### src/rtl/matmul_job_scheduler_pkg.sv
// Shared types, derived constants and the descriptor check for the matmul block.
package matmul_pkg;

    localparam int ARRAY_HEIGHT = 4;
    localparam int ARRAY_WIDTH  = 32;
    localparam int DATA_WIDTH   = 16;
    localparam int BUS_WIDTH    = 256;
    localparam int ADDR_WIDTH   = 32;

    typedef enum logic [2:0] {
        S_IDLE,
        S_CHECK,
        S_FETCH_A,
        S_FETCH_B,
        S_DRAIN,
        S_DONE,
        S_ERR
    } sched_state_e;

    function automatic int unsigned ceil_div(input int unsigned num, input int unsigned den);
        return (num + den - 1) / den;
    endfunction

    // bytes per element
    function automatic int unsigned bytes_f(input int unsigned dw);
        return dw / 8;
    endfunction

    // elements per memory beat
    function automatic int unsigned epb_f(input int unsigned bw, input int unsigned dw);
        return bw / dw;
    endfunction

    // memory beats per tile row
    function automatic int unsigned bpr_f(input int unsigned aw, input int unsigned bw,
                                          input int unsigned dw);
        return ceil_div(aw, epb_f(bw, dw));
    endfunction

    // Descriptor must be non-empty and tile-aligned on m and p; also used by the results controller.
    function automatic logic dims_ok(input logic [15:0] m, input logic [15:0] n, input logic [15:0] p,
                                     input int unsigned ah, input int unsigned aw);
        return (m != 16'd0) && (n != 16'd0) && (p != 16'd0) &&
               (({16'd0, m} % ah) == 32'd0) && (({16'd0, p} % aw) == 32'd0);
    endfunction

endpackage

### src/rtl/matmul_job_scheduler_if.sv
// Job descriptor, operand read request and C write address bundle of the scheduler.
interface matmul_job_scheduler_if #(
    parameter int ADDR_WIDTH = 32
);
    logic                  cfg_valid;
    logic                  cfg_ready;
    logic [15:0]           cfg_m;
    logic [15:0]           cfg_n;
    logic [15:0]           cfg_p;
    logic [ADDR_WIDTH-1:0] cfg_a;
    logic [ADDR_WIDTH-1:0] cfg_b;
    logic [ADDR_WIDTH-1:0] cfg_c;

    logic                  rd_valid;
    logic                  rd_ready;
    logic                  rd_sel;
    logic [ADDR_WIDTH-1:0] rd_addr;
    logic [7:0]            rd_beats;

    logic                  wr_valid;
    logic [ADDR_WIDTH-1:0] wr_addr;

    // scheduler side
    modport slave (
        input  cfg_valid, cfg_m, cfg_n, cfg_p, cfg_a, cfg_b, cfg_c, rd_ready,
        output cfg_ready, rd_valid, rd_sel, rd_addr, rd_beats, wr_valid, wr_addr
    );

    // host / memory side
    modport master (
        output cfg_valid, cfg_m, cfg_n, cfg_p, cfg_a, cfg_b, cfg_c, rd_ready,
        input  cfg_ready, rd_valid, rd_sel, rd_addr, rd_beats, wr_valid, wr_addr
    );
endinterface

### src/rtl/matmul_job_scheduler_tile.sv
// tile_addr_gen: nested inner counters (c0 fastest, then c1) under a tile walk
// (tj += ARRAY_WIDTH, then ti += ARRAY_HEIGHT), plus the byte address for the
// fetch side (RESULT=0: k-step of A or B) or the result side (RESULT=1: C beat).
module tile_addr_gen
    import matmul_pkg::*;
#(
    parameter int ARRAY_HEIGHT = 4,
    parameter int ARRAY_WIDTH  = 32,
    parameter int DATA_WIDTH   = 16,
    parameter int BUS_WIDTH    = 256,
    parameter int ADDR_WIDTH   = 32,
    parameter bit RESULT       = 1'b0
) (
    input  logic                  clk,
    input  logic                  reset_n,
    input  logic                  clr,
    input  logic                  adv,
    input  logic [15:0]           lim0,
    input  logic [15:0]           lim1,
    input  logic [15:0]           dim_m,
    input  logic [15:0]           dim_p,
    input  logic                  sel,
    input  logic [ADDR_WIDTH-1:0] base,
    output logic                  last,
    output logic [31:0]           tile_cnt,
    output logic [ADDR_WIDTH-1:0] addr
);
    localparam int unsigned BYTES = bytes_f(DATA_WIDTH);
    localparam int unsigned EPB   = epb_f(BUS_WIDTH, DATA_WIDTH);

    logic [15:0] c0, c1, ti, tj;
    logic        w0, w1, wj, wi;

    assign w0   = (c0 == lim0 - 16'd1);
    assign w1   = (c1 == lim1 - 16'd1);
    assign wj   = (({1'b0, tj} + 17'(ARRAY_WIDTH))  >= {1'b0, dim_p});
    assign wi   = (({1'b0, ti} + 17'(ARRAY_HEIGHT)) >= {1'b0, dim_m});
    assign last = w0 & w1 & wj & wi;

    // nested counter advance; each level wraps to 0 and carries into the next
    always_ff @(posedge clk or negedge reset_n) begin
        if (!reset_n) begin
            c0 <= '0; c1 <= '0; ti <= '0; tj <= '0; tile_cnt <= '0;
        end else if (clr) begin
            c0 <= '0; c1 <= '0; ti <= '0; tj <= '0; tile_cnt <= '0;
        end else if (adv) begin
            if (!w0) begin
                c0 <= c0 + 16'd1;
            end else begin
                c0 <= '0;
                if (!w1) begin
                    c1 <= c1 + 16'd1;
                end else begin
                    c1       <= '0;
                    tile_cnt <= tile_cnt + 32'd1;
                    if (!wj) begin
                        tj <= tj + 16'(ARRAY_WIDTH);
                    end else begin
                        tj <= '0;
                        ti <= wi ? 16'd0 : ti + 16'(ARRAY_HEIGHT);
                    end
                end
            end
        end
    end

    generate
        if (RESULT) begin : g_res
            logic [31:0] row, off;
            logic        unused_sel;
            assign unused_sel = sel;
            // C beat: row (ti + r), column tj + beat*EPB
            always_comb begin
                row  = 32'(ti) + 32'(c1);
                off  = row * 32'(dim_p) + 32'(tj) + 32'(c0) * EPB;
                addr = base + ADDR_WIDTH'(off * BYTES);
            end
        end else begin : g_fetch
            logic [31:0] off;
            // A^T row k at column ti, or B row k at column tj
            always_comb begin
                off  = 32'(c0) * 32'(sel ? dim_p : dim_m) + 32'(sel ? tj : ti);
                addr = base + ADDR_WIDTH'(off * BYTES);
            end
        end
    endgenerate
endmodule

### src/rtl/matmul_job_scheduler.sv
// Sequences one C = A*B job: checks the descriptor, issues A/B fragment reads
// per k-step over all output tiles, and tags result beats with C addresses.
module matmul_job_scheduler
    import matmul_pkg::*;
#(
    parameter int ARRAY_HEIGHT = matmul_pkg::ARRAY_HEIGHT,
    parameter int ARRAY_WIDTH  = matmul_pkg::ARRAY_WIDTH,
    parameter int DATA_WIDTH   = matmul_pkg::DATA_WIDTH,
    parameter int BUS_WIDTH    = matmul_pkg::BUS_WIDTH,
    parameter int ADDR_WIDTH   = matmul_pkg::ADDR_WIDTH
) (
    input  logic                   clk,
    input  logic                   reset_n,
    matmul_job_scheduler_if.slave  bus,
    output logic                   array_start,
    input  logic                   res_valid_i,
    output logic                   busy,
    output logic                   done,
    output logic                   err
);
    localparam int unsigned EPB     = epb_f(BUS_WIDTH, DATA_WIDTH);
    localparam int unsigned BPR     = bpr_f(ARRAY_WIDTH, BUS_WIDTH, DATA_WIDTH);
    localparam int unsigned A_BEATS = ceil_div(ARRAY_HEIGHT, EPB);

    sched_state_e          state, nxt;
    logic [15:0]           m_q, n_q, p_q;
    logic [ADDR_WIDTH-1:0] a_q, b_q, c_q;
    logic                  accept, f_adv, r_adv, f_last, r_last;
    logic [31:0]           f_tiles, r_tiles, total;
    logic [ADDR_WIDTH-1:0] f_addr, r_addr;
    logic                  unused_ok;

    assign accept    = (state == S_IDLE) && bus.cfg_valid;
    assign f_adv     = (state == S_FETCH_B) && bus.rd_ready;
    assign r_adv     = res_valid_i && (state inside {S_FETCH_A, S_FETCH_B, S_DRAIN});
    assign total     = 32'(m_q / 16'(ARRAY_HEIGHT)) * 32'(p_q / 16'(ARRAY_WIDTH));
    assign unused_ok = &{1'b0, f_tiles, r_last};

    assign busy         = (state != S_IDLE);
    assign bus.wr_valid = res_valid_i;
    assign bus.wr_addr  = r_addr;

    // descriptor latch on accept
    always_ff @(posedge clk or negedge reset_n) begin
        if (!reset_n) begin
            m_q <= '0; n_q <= '0; p_q <= '0;
            a_q <= '0; b_q <= '0; c_q <= '0;
        end else if (accept) begin
            m_q <= bus.cfg_m; n_q <= bus.cfg_n; p_q <= bus.cfg_p;
            a_q <= bus.cfg_a; b_q <= bus.cfg_b; c_q <= bus.cfg_c;
        end
    end

    // state register
    always_ff @(posedge clk or negedge reset_n) begin
        if (!reset_n) state <= S_IDLE;
        else          state <= nxt;
    end

    // next state and Moore/Mealy outputs
    always_comb begin
        nxt           = state;
        bus.cfg_ready = 1'b0;
        bus.rd_valid  = 1'b0;
        bus.rd_sel    = 1'b0;
        bus.rd_addr   = '0;
        bus.rd_beats  = '0;
        array_start   = 1'b0;
        done          = 1'b0;
        err           = 1'b0;
        case (state)
            S_IDLE: begin
                bus.cfg_ready = 1'b1;
                if (bus.cfg_valid) nxt = S_CHECK;
            end
            S_CHECK: begin
                if (dims_ok(m_q, n_q, p_q, ARRAY_HEIGHT, ARRAY_WIDTH)) begin
                    array_start = 1'b1;
                    nxt         = S_FETCH_A;
                end else begin
                    nxt = S_ERR;
                end
            end
            S_FETCH_A: begin
                bus.rd_valid = 1'b1;
                bus.rd_addr  = f_addr;
                bus.rd_beats = 8'(A_BEATS);
                if (bus.rd_ready) nxt = S_FETCH_B;
            end
            S_FETCH_B: begin
                bus.rd_valid = 1'b1;
                bus.rd_sel   = 1'b1;
                bus.rd_addr  = f_addr;
                bus.rd_beats = 8'(BPR);
                if (bus.rd_ready) nxt = f_last ? S_DRAIN : S_FETCH_A;
            end
            S_DRAIN: begin
                if (r_tiles == total) nxt = S_DONE;
            end
            S_DONE: begin
                done = 1'b1;
                nxt  = S_IDLE;
            end
            S_ERR: begin
                done = 1'b1;
                err  = 1'b1;
                nxt  = S_IDLE;
            end
            default: nxt = S_IDLE;
        endcase
    end

    tile_addr_gen #(
        .ARRAY_HEIGHT(ARRAY_HEIGHT), .ARRAY_WIDTH(ARRAY_WIDTH), .DATA_WIDTH(DATA_WIDTH),
        .BUS_WIDTH(BUS_WIDTH), .ADDR_WIDTH(ADDR_WIDTH), .RESULT(1'b0)
    ) u_fetch (
        .clk(clk), .reset_n(reset_n), .clr(accept), .adv(f_adv),
        .lim0(n_q), .lim1(16'd1), .dim_m(m_q), .dim_p(p_q),
        .sel(state == S_FETCH_B), .base((state == S_FETCH_B) ? b_q : a_q),
        .last(f_last), .tile_cnt(f_tiles), .addr(f_addr)
    );

    tile_addr_gen #(
        .ARRAY_HEIGHT(ARRAY_HEIGHT), .ARRAY_WIDTH(ARRAY_WIDTH), .DATA_WIDTH(DATA_WIDTH),
        .BUS_WIDTH(BUS_WIDTH), .ADDR_WIDTH(ADDR_WIDTH), .RESULT(1'b1)
    ) u_res (
        .clk(clk), .reset_n(reset_n), .clr(accept), .adv(r_adv),
        .lim0(16'(BPR)), .lim1(16'(ARRAY_HEIGHT)), .dim_m(m_q), .dim_p(p_q),
        .sel(1'b0), .base(c_q),
        .last(r_last), .tile_cnt(r_tiles), .addr(r_addr)
    );
endmodule

### src/flat_wrapper.sv
// flat-port wrapper written by rule: the top's interface ports become plain ports
module matmul_job_scheduler_flat import matmul_pkg::*;
#(
    parameter int ARRAY_HEIGHT = matmul_pkg::ARRAY_HEIGHT,
    parameter int ARRAY_WIDTH  = matmul_pkg::ARRAY_WIDTH,
    parameter int DATA_WIDTH   = matmul_pkg::DATA_WIDTH,
    parameter int BUS_WIDTH    = matmul_pkg::BUS_WIDTH,
    parameter int ADDR_WIDTH   = matmul_pkg::ADDR_WIDTH
)
  (clk, reset_n, array_start, res_valid_i, busy, done, err, bus_cfg_valid, bus_cfg_m, bus_cfg_n, bus_cfg_p, bus_cfg_a, bus_cfg_b, bus_cfg_c, bus_rd_ready, bus_cfg_ready, bus_rd_valid, bus_rd_sel, bus_rd_addr, bus_rd_beats, bus_wr_valid, bus_wr_addr);
  matmul_job_scheduler_if #(.ADDR_WIDTH(ADDR_WIDTH)) bus_i ();
  input  logic clk;
  input  logic reset_n;
  output logic array_start;
  input  logic res_valid_i;
  output logic busy;
  output logic done;
  output logic err;
  input wire logic [$bits(bus_i.cfg_valid)-1:0] bus_cfg_valid;
  input wire logic [$bits(bus_i.cfg_m)-1:0] bus_cfg_m;
  input wire logic [$bits(bus_i.cfg_n)-1:0] bus_cfg_n;
  input wire logic [$bits(bus_i.cfg_p)-1:0] bus_cfg_p;
  input wire logic [$bits(bus_i.cfg_a)-1:0] bus_cfg_a;
  input wire logic [$bits(bus_i.cfg_b)-1:0] bus_cfg_b;
  input wire logic [$bits(bus_i.cfg_c)-1:0] bus_cfg_c;
  input wire logic [$bits(bus_i.rd_ready)-1:0] bus_rd_ready;
  output wire logic [$bits(bus_i.cfg_ready)-1:0] bus_cfg_ready;
  output wire logic [$bits(bus_i.rd_valid)-1:0] bus_rd_valid;
  output wire logic [$bits(bus_i.rd_sel)-1:0] bus_rd_sel;
  output wire logic [$bits(bus_i.rd_addr)-1:0] bus_rd_addr;
  output wire logic [$bits(bus_i.rd_beats)-1:0] bus_rd_beats;
  output wire logic [$bits(bus_i.wr_valid)-1:0] bus_wr_valid;
  output wire logic [$bits(bus_i.wr_addr)-1:0] bus_wr_addr;
  assign bus_i.cfg_valid = bus_cfg_valid;
  assign bus_i.cfg_m = bus_cfg_m;
  assign bus_i.cfg_n = bus_cfg_n;
  assign bus_i.cfg_p = bus_cfg_p;
  assign bus_i.cfg_a = bus_cfg_a;
  assign bus_i.cfg_b = bus_cfg_b;
  assign bus_i.cfg_c = bus_cfg_c;
  assign bus_i.rd_ready = bus_rd_ready;
  assign bus_cfg_ready = bus_i.cfg_ready;
  assign bus_rd_valid = bus_i.rd_valid;
  assign bus_rd_sel = bus_i.rd_sel;
  assign bus_rd_addr = bus_i.rd_addr;
  assign bus_rd_beats = bus_i.rd_beats;
  assign bus_wr_valid = bus_i.wr_valid;
  assign bus_wr_addr = bus_i.wr_addr;
  matmul_job_scheduler #(.ARRAY_HEIGHT(ARRAY_HEIGHT), .ARRAY_WIDTH(ARRAY_WIDTH), .DATA_WIDTH(DATA_WIDTH), .BUS_WIDTH(BUS_WIDTH), .ADDR_WIDTH(ADDR_WIDTH)) u_core (.clk(clk), .reset_n(reset_n), .bus(bus_i), .array_start(array_start), .res_valid_i(res_valid_i), .busy(busy), .done(done), .err(err));
endmodule
### config.mk
export PLATFORM = sky130hd
export DESIGN_NAME = matmul_job_scheduler_flat
export DESIGN_NICKNAME = d
export VERILOG_FILES = /design/src/rtl/matmul_job_scheduler_pkg.sv /design/src/rtl/matmul_job_scheduler_if.sv /design/src/rtl/matmul_job_scheduler_tile.sv /design/src/rtl/matmul_job_scheduler.sv /design/src/flat_wrapper.sv
export SDC_FILE = /design/constraint.sdc
export NUM_CORES = 2
export LEC_CHECK = 0
export BUFFER_PORTS_ARGS = -buffer_cell sky130_fd_sc_hd__buf_2
export CAP_MARGIN = 10
export CORE_ASPECT_RATIO = 1.25
export CORE_MARGIN = 3
export CORE_UTILIZATION = 40
export DETAILED_ROUTE_END_ITERATION = 7
export GPL_TIMING_DRIVEN = 0
export HOLD_SLACK_MARGIN = 0.15
export PLACE_DENSITY_LB_ADDON = 0.25
export SLEW_MARGIN = 5
export SYNTH_ARGS = -nofsm -noshare
export SYNTH_HDL_FRONTEND = slang
export SYNTH_SLANG_ARGS = --single-unit
### constraint.sdc
create_clock -name clk -period 14.5 [get_ports clk]
set_input_delay 1.45 -clock clk [delete_from_list [all_inputs] [get_ports clk]]
set_output_delay 1.45 -clock clk [all_outputs]
set_load 0.1 [all_outputs]
==> results.md <==
* Outcome: complete, no violations
* CTS Root Cell: clkbuf_16
* Reg2reg end: u_core.state[0]
* Crit Reg-Reg Startpoint: u_core.p_q[14]
* Syn Inst Count at 5193
* Crit path capture type: output pin
* Row Count at 134
* I/O Buffers at 222
* Final period util at 90.9%
* Flops & latches, synth at 293
* Min Tclk post-route at 13.18 ns
* Largest net degree at the start of global routing at 89
* Fraction of registers with async set/reset at 100%
* Final slew viol count at 0
* Final hold violations at 0
* Hold Path Class: reg2reg
* Most frequent cell on the critical path: inv_1
* Register-to-register setup slack at 6.71 ns
* Most common library cells after synthesis: nand2_1 (969), inv_1 (818), fa_1 (556)
* Clk_lat worst skew at 0.63 ns
* Number of detailed-route iterations in the first pass at 6
* CTS Sinks at 293
* Post-synth top area cell: fa_1
* Most frequent cell after synthesis: nand2_1
* Wl on met1 at 53300 µm
* Slowest CP cell: a311oi_1
* 1st-iter DRT viols at 2350
* Critical Path Start: u_core.u_res.ti[3]
* ANT nets after route at 0
* Total global routing overflow at 0
* Top FF cell, synth: dfrtp_1
* Mean post-synth cell area at 8.32 µm²
* Initial antenna violation count at 4
* Boundary Pins at 229
* Die Width at 300 µm
* Total CTS buffers at 39
* Post-CTS Resized at 0
* Vias post-DR at 36200
* Mapped cell area at 43200 µm²
* Relative slew slack at 16.8%
* MaxCap Viol Count at 0
* RSZ-0062 raised after global routing: false
* Setup Crit Path Kind: reg2out
* Drt drc at 0
* Share of post-route cells with drive strength above 1 at 6.38%
* Initial core utilization at 40.4%
* Vias/cell at 5.22
* Synth top area share at 25.8%
* Post-synth cell types at 84
* Top sig layer: met5
* Top delay family on crit path: adder cells
* TritonCTS clock tree: built
* Worst path max stage delay at 0.90 ns
* Core area at 107000 µm²
* Skew final at 0.0353 ns
* CTS Hold Bufs at 0
* CTS HTree Levels at 2
* CP arrival at 11.73 ns
* Die ar. at 112000 µm²
* Post-Route WL at 133000 µm
* # fillers at 10900
* Die Y-Extent at 373 µm
* Synth top area cells: fa_1 (26%), dfrtp_1 (17%), ha_1 (12%), nand2_1 (8.4%), inv_1 (7.1%)
* Met3 wire len at 8250 µm
* Clock transition at path regs at 0.06 ns
* Vias in the first global route at 37300
* YS warnings at 0
* CP bufs+invs at 9
* Peak Freq at 75.9 MHz
* CP Depth at 39
* Worst Setup EP: bus_wr_addr[30]
* Setup TNS Final at 0 ns
* Post-synth EDFFs at 0
* Post-DP HPWL at 110000 µm
* Nets@finish at 6579
* # setup viols final at 0
* GRT Overall Usage at 23.7%
* Crit path max fanout at 10
* Worst-margin pin slew at 1.25 ns
* First-pass GRT wire length at 208000 µm
* Req. time, crit path at 13.05 ns
* Reg2reg path depth at 22
* Setup bufs post-CTS at 0
* Met2 wire length at 64500 µm
* Sequential-to-total area share from yosys stat at 17.0%
* Routed len/inst at 19.1 µm
* Area Overhead vs Synth at 10.3%
* Final GP Congestion at 0.937
* Clock Path Buffers at 3
* Crit start category: flop
## how the worst min path moves through the flow
stage	startpoint	to	slack, ns	cells past startpoint
2_1_floorplan	u_core.b_q[31]	u_core.b_q[31]	0.44	2
3_3_place_gp	u_core.a_q[2]	u_core.a_q[2]	0.46	2
3_5_place_dp	u_core.a_q[20]	u_core.a_q[20]	0.46	2
4_1_cts	u_core.a_q[20]	u_core.a_q[20]	0.48	2
5_1_grt	u_core.b_q[28]	u_core.b_q[28]	0.49	2
6_report	u_core.a_q[9]	u_core.a_q[9]	0.47	2
## routing by layer
metal,up-vias,GRT usage (%)
li1,17000,-
met1,17900,28.9
met2,1032,41.2
met3,287,3.98
met4,2,10.4
met5,-,0
## cell usage in the layout, fill, tap and decap left out, types with 29 or more instances in the layout
master     synthesis  routed
a21o_1            66      66
a21oi_1          134     134
and2_1           197     197
and3_1            56      56
buf_2              5     226
clkbuf_1         189     193
clkbuf_16          0      40
dfrtp_1          293     293
fa_1             556     556
ha_1             401     401
inv_1            818     818
nand2_1          969     969
nand2b_1          31      31
nand3_1           99      99
nand4_1           44      44
nor2_1           341     341
nor2b_1           50      50
nor3_1            56      56
nor4_1            31      31
o21ai_0          152     151
or3_1             29      29
xnor2_1          180     180
xor2_1            97      97
## through the flow
| step | area (µm²) | util, % | hold WS, ns | instances | worst slack [ns] |
|---|---|---|---|---|---|
| 2_1_floorplan | 43200 | - | 0.445 | 5204 | 1.92 |
| 3_3_place_gp | 46100 | 43.1 | 0.459 | 6854 | 1.98 |
| 3_5_place_dp | 46300 | 43.3 | 0.462 | 6860 | 1.97 |
| 4_1_cts | 47600 | 44.5 | 0.476 | 6929 | 1.22 |
| 5_1_grt | 47600 | 44.5 | 0.487 | 6929 | 0.521 |
| 6_report | 47600 | 44.5 | 0.472 | 6930 | 1.32 |
## state kept, by name (all words and copies together) (netlist names), 14 cells and up
signal / count
u_core.a_q: 32
u_core.b_q: 32
u_core.c_q: 32
u_core.u_res.tile_cnt: 32
u_core.m_q: 16
u_core.n_q: 16
u_core.p_q: 16
u_core.u_fetch.c0: 16
u_core.u_fetch.c1: 16
u_core.u_res.c0: 16
u_core.u_res.c1: 16
u_core.u_fetch.ti: 14
u_core.u_res.ti: 14
## cell type report
class	instances	area, µm²	area share, %
antenna	1	2.50	0.00525
sequential	293	7330	15.4
clock inverter	16	234	0.491
tap	1428	1790	3.75
multi-input combinational	3866	31900	67.0
clock buffer	53	1130	2.37
inverter	823	3090	6.48
timing repair buffer	228	1250	2.62
buffer	222	890	1.87
## logic make-up after synthesis
| kind of cell | share of synthesized area, % |
|---|---|
| compound gates | 9.15 |
| xor+xnor | 5.62 |
| mux | 0.747 |
| flops | 17.0 |
| simple gates | 20.9 |
| buf+inv | 9.21 |
| fa+ha+maj | 37.4 |
| other cells | 0.00868 |
## worst min-delay path: stages, from the launching register on
cell and delay, ns:
dfrtp_1 0.34, nand2_1 0.05, nand2_1 0.05
Power is left out: the tool's default activity adds up to more than one toggle a clock period on the data nets, which glitch-free logic cannot reach.
